==> config.mk <==
export PLATFORM = sky130hd
export DESIGN_NAME = rr_mux4_arbiter
export DESIGN_NICKNAME = d
export VERILOG_FILES = /design/src/rtl/rr_mux4_arbiter.sv
export SDC_FILE = /design/constraint.sdc
export NUM_CORES = 1
export LEC_CHECK = 0
export BUFFER_PORTS_ARGS = -buffer_cell sky130_fd_sc_hd__buf_2
export CAP_MARGIN = 25
export CORE_ASPECT_RATIO = 0.75
export CORE_MARGIN = 4
export CORE_UTILIZATION = 30
export DETAILED_ROUTE_END_ITERATION = 7
export SYNTH_ARGS = -nofsm -noshare
export SYNTH_HDL_FRONTEND = slang
export SYNTH_SLANG_ARGS = --single-unit
export TNS_END_PERCENT = 30
==> constraint.sdc <==
create_clock -name clk -period 3.39 [get_ports clk]
set_input_delay 0.1695 -clock clk [delete_from_list [all_inputs] [get_ports clk]]
set_output_delay 0.1695 -clock clk [all_outputs]
set_load 0.03 [all_outputs]
==> src/rtl/rr_mux4_arbiter.sv <==
// Round-robin owner for a 4:1 source mux with a registered valid/ready beat.
// Optional ARB_LOCK_EN adds a lock input that pins the current owner.
module rr_mux4_arbiter #(
  parameter int WIDTH     = 32,
  parameter int MAX_BEATS = 4
) (
  input  logic             clk,
  input  logic             rst_n,
  input  logic [3:0]       req,
  input  logic [WIDTH-1:0] src1,
  input  logic [WIDTH-1:0] src2,
  input  logic [WIDTH-1:0] src3,
  input  logic [WIDTH-1:0] src4,
`ifdef ARB_LOCK_EN
  input  logic [3:0]       lock,
`endif
  output logic [1:0]       select,
  output logic [3:0]       gnt,
  output logic [3:0]       ack,
  output logic             out_valid,
  input  logic             out_ready,
  output logic [WIDTH-1:0] out_data
);

  localparam logic [0:0] S_IDLE = 1'b0;
  localparam logic [0:0] S_BUSY = 1'b1;
  localparam logic [3:0] MAX_CNT = 4'(MAX_BEATS);

  logic [0:0]       state_q, state_d;
  logic [1:0]       ptr_q, ptr_d;
  logic [3:0]       beat_cnt_q, beat_cnt_d;
  logic [1:0]       sel_q, sel_d;
  logic [WIDTH-1:0] data_q, data_d;

  logic [WIDTH-1:0] src [4];
  assign src[0] = src1;
  assign src[1] = src2;
  assign src[2] = src3;
  assign src[3] = src4;

  // {found, index}: nearest set bit at or after p, wrapping
  function automatic logic [2:0] pick(
    input logic [3:0] r,
    input logic [1:0] p
  );
    logic [1:0] idx;
    pick = 3'b000;
    for (int j = 3; j >= 0; j--) begin
      idx = p + 2'(j);
      if (r[idx]) pick = {1'b1, idx};
    end
  endfunction

  logic       busy;
  logic       keep;
  logic [1:0] rot_ptr;
  logic [2:0] win_idle;
  logic [2:0] win_rot;

  assign busy    = (state_q == S_BUSY);
  assign rot_ptr = sel_q + 2'd1;
  assign win_idle = pick(req, ptr_q);
  assign win_rot  = pick(req & ~(4'b0001 << sel_q), rot_ptr);

`ifdef ARB_LOCK_EN
  assign keep = req[sel_q] &&
                ((beat_cnt_q < MAX_CNT) || lock[sel_q]);
`else
  assign keep = req[sel_q] && (beat_cnt_q < MAX_CNT);
`endif

  always_comb begin
    state_d    = state_q;
    ptr_d      = ptr_q;
    beat_cnt_d = beat_cnt_q;
    sel_d      = sel_q;
    data_d     = data_q;
    unique case (1'b1)
      !busy: begin
        if (win_idle[2]) begin
          state_d    = S_BUSY;
          sel_d      = win_idle[1:0];
          data_d     = src[win_idle[1:0]];
          beat_cnt_d = 4'd1;
        end
      end
      busy && !out_ready: begin
      end
      busy && out_ready && keep: begin
        data_d = src[sel_q];
        if (beat_cnt_q < MAX_CNT)
          beat_cnt_d = beat_cnt_q + 4'd1;
      end
      busy && out_ready && !keep: begin
        ptr_d = rot_ptr;
        if (win_rot[2]) begin
          sel_d      = win_rot[1:0];
          data_d     = src[win_rot[1:0]];
          beat_cnt_d = 4'd1;
        end else begin
          state_d    = S_IDLE;
          sel_d      = 2'd0;
          beat_cnt_d = 4'd0;
        end
      end
      default: begin
      end
    endcase
  end

  always_ff @(posedge clk or negedge rst_n) begin
    if (!rst_n) begin
      state_q    <= S_IDLE;
      ptr_q      <= 2'd0;
      beat_cnt_q <= 4'd0;
      sel_q      <= 2'd0;
      data_q     <= '0;
    end else begin
      state_q    <= state_d;
      ptr_q      <= ptr_d;
      beat_cnt_q <= beat_cnt_d;
      sel_q      <= sel_d;
      data_q     <= data_d;
    end
  end

  assign select    = sel_q;
  assign out_valid = busy;
  assign out_data  = data_q;
  assign gnt = busy ? (4'b0001 << sel_q) : 4'b0000;
  assign ack = (busy && out_ready) ? (4'b0001 << sel_q) : 4'b0000;

endmodule

==> reports/summary.txt <==
Post-Layout Cell Count = 846
Finished Core Util = 39.22%
# placed instances = 835
core area = 15370 um^2
status = finished, final reports clean
setup bufs post-CTS = 0
Die Span Y = 117.0 um
CTS Sinks = 41
total CTS buffers = 5
pwr dens = 913.3 nW/um^2
Final Max Tran Viols = 0
first-pass GRT wire length = 27740 um
crit path kind = flip-flop to flip-flop
FP Rows = 39
RSZ-0062 raised after global routing = false
WHS Path Cells = 4
Starting Density = 30.91%
IO Count = 178
Cell Area, Synth = 4751 um^2
Longest Clk Path Bufs = 2
clock skew = 0.009219 ns
final-layout fill cell count = 1523
# resized after CTS = 0
Syn. warnings = 0
htree depth = 2
Slew @ Worst Pin = 0.8122 ns
HPWL Detailed = 12580 um
number of port buffers = 177
Cell variety after synth = 40
Iteration-0 DRC Markers = 334
Overall Global Routing Usage = 19.12%
Critical Path End Type = flip-flop
largest area contributor in the netlist = mux2i_1
final instance area = 6028 um^2
CTS tree = done
GRT Residual Overflow = 0
ys flop type = dfrtp_1
Via-to-Cell Ratio = 5.944
WP data required = 3.58 ns
Slew HR = 45.72%
CP arrival = 3.12 ns
Register Area = 1028 um^2
setup tns final = 0 ns
post-synthesis sequential area ratio = 21.60%
HP Class = input port to flip-flop
final net count = 779
Leak Pwr = 2.747 nW
top-count cell post-synth = mux2i_1
drt pass-1 iters = 5
footprint of the multi-input gates = 3470 um^2
syn nets = 620
number of synthesized flops with an enable pin = 0
number of global-route vias before repair = 5202
fin crit share = 86.39%
routed len/inst = 21.19 um
Final setup violation count = 0
initial antenna violation count = 1
Worst-path clk slew = 0.07 ns
Synth top area share = 27.39%
placed cell areas = 5824 um^2
fmax = 341.5 MHz
Max Cap Violations = 0
ranking of synthesized cells by area = mux2i_1 27%, dfrtp_1 22%, mux4_2 16%, o32a_1 6.5%, o21ai_0 5.3%
Synth top cells by count = 130 x mux2i_1, 50 x o21ai_0, 42 x nand2_1
fraction of layout cells with a size suffix above 1 = 38.44%
Startpoint Class = flip-flop
Synth Register Bits = 41
Clock Latency Late Sink = 0.30 ns
min Tclk post-route = 2.929 ns
CTS root buffer = clkbuf_16
syn avg cell area = 9.898 um^2
count of final hold-check violations = 0
final wirelength = 17930 um
R2R depth = 9
Gate Count Post-Synth = 480
Max VDD drop = 369.4 uV
pin count of the biggest net entering global routing = 43
Area Overhead vs Synth = 26.89%
Die Footprint = 17930 um^2
async set-reset flop share out of synthesis = 100.0%
# DRC = 0
routability congestion estimate = 0.8701
routed vias = 5029
Die Width = 153.3 um
crit path max fanout = 33
Routed Antenna Nets = 0
## what timing repair did
item / CTS / global route
setup endpoints to repair: 0 / 0
hold buffers: 1 / 0
hold endpoints to repair: 20 / 0
## flip-flops by register name, summed over array words and instances, names as in the netlist
register,cells
select,2
ptr_q,2
out_valid,1
out_data,32
beat_cnt_q,4
## routing by layer
metal	up-vias	routed length [um]	track usage, %
li1	2229	-	-
met1	2487	7880	25.73
met2	282	8219	31.41
met3	29	1571	4.447
met4	2	240	4.985
met5	-	13	0
## through the flow
stage	setup WS [ns]	power, mW	hold WS (ns)
floorplan	0.1608	3.873	-0.1261
global placement	0.5668	4.770	0.1996
detailed placement	0.5465	4.881	0.2125
CTS	0.4917	5.508	0.3157
global route	0.3053	5.837	0.3560
finish	0.4614	5.506	0.3271
## where the power goes
group	internal [mW]	switching [mW]	total (mW)
clock	0.350	0.243	0.593
combinational	1.72	2.26	3.98
sequential	0.726	0.206	0.932
## layout by cell type, fill, tap and decap left out, types with 2 or more instances in the layout
master | synthesis | layout
nor2_1 | 10 | 10
nor2_4 | 1 | 2
buf_2 | 12 | 177
a22o_1 | 2 | 2
and3_1 | 3 | 3
o21ai_1 | 17 | 17
ha_1 | 5 | 5
a31oi_1 | 2 | 2
nand2_1 | 42 | 42
o221ai_1 | 2 | 2
buf_12 | 0 | 4
and2_1 | 5 | 5
o22ai_1 | 31 | 31
a21oi_1 | 4 | 4
o32a_1 | 31 | 31
dfrtp_1 | 41 | 39
inv_1 | 3 | 3
buf_4 | 4 | 15
mux2i_1 | 130 | 130
a211oi_1 | 2 | 2
dfrtp_2 | 0 | 2
clkbuf_16 | 0 | 5
nand2b_1 | 5 | 5
mux4_2 | 33 | 33
nor2b_1 | 3 | 3
o21ai_0 | 50 | 49
## layout make-up
type | instances | area share (%)
sequential | 41 | 17.06
timing repair buffer | 197 | 18.06
antenna | 1 | 0.04151
clock buffer | 5 | 2.076
tap | 205 | 4.255
clock inverter | 3 | 0.7680
multi-input combinational | 391 | 57.56
inverter | 3 | 0.1868
## worst paths after layout
path / startpoint / to / slack (ns)
max: select[0]$_DFFE_PN0P_ / out_data[23]$_DFFE_PN0P_ / 0.46
min: src3[27] / out_data[27]$_DFFE_PN0P_ / 0.33
max reg2reg: select[0]$_DFFE_PN0P_ / out_data[23]$_DFFE_PN0P_ / 0.46
min reg2reg: beat_cnt_q[3]$_DFFE_PN0P_ / beat_cnt_q[3]$_DFFE_PN0P_ / 0.49
max in group asynchronous: rst_n / select[1]$_DFFE_PN0P_ / 2.17
min in group asynchronous: rst_n / out_data[27]$_DFFE_PN0P_ / 0.41
## worst max-delay path, stage by stage (launching register included)
cell      delay (ns)
dfrtp_2         0.41
buf_4           0.39
ha_1            0.28
nand2b_1        0.22
a31oi_1         0.07
o211ai_1        0.43
buf_12          0.32
mux2i_1         0.26
o22ai_1         0.10
o32a_1          0.29
## cells by family (layout without fill, tap and decap cells)
| group | Yosys count | count (layout) | synth area share, % |
|---|---|---|---|
| AOI/OAI and AO/OA | 147 | 147 | 20.44 |
| muxes | 164 | 164 | 43.27 |
| other | 0 | 1 | 0 |
| and+or+nand+nor | 75 | 75 | 7.453 |
| buffers and inverters | 48 | 208 | 5.926 |
| adders and majority gates | 5 | 5 | 1.317 |
| DFF | 41 | 41 | 21.60 |
(Power assumes the default switching activity.)
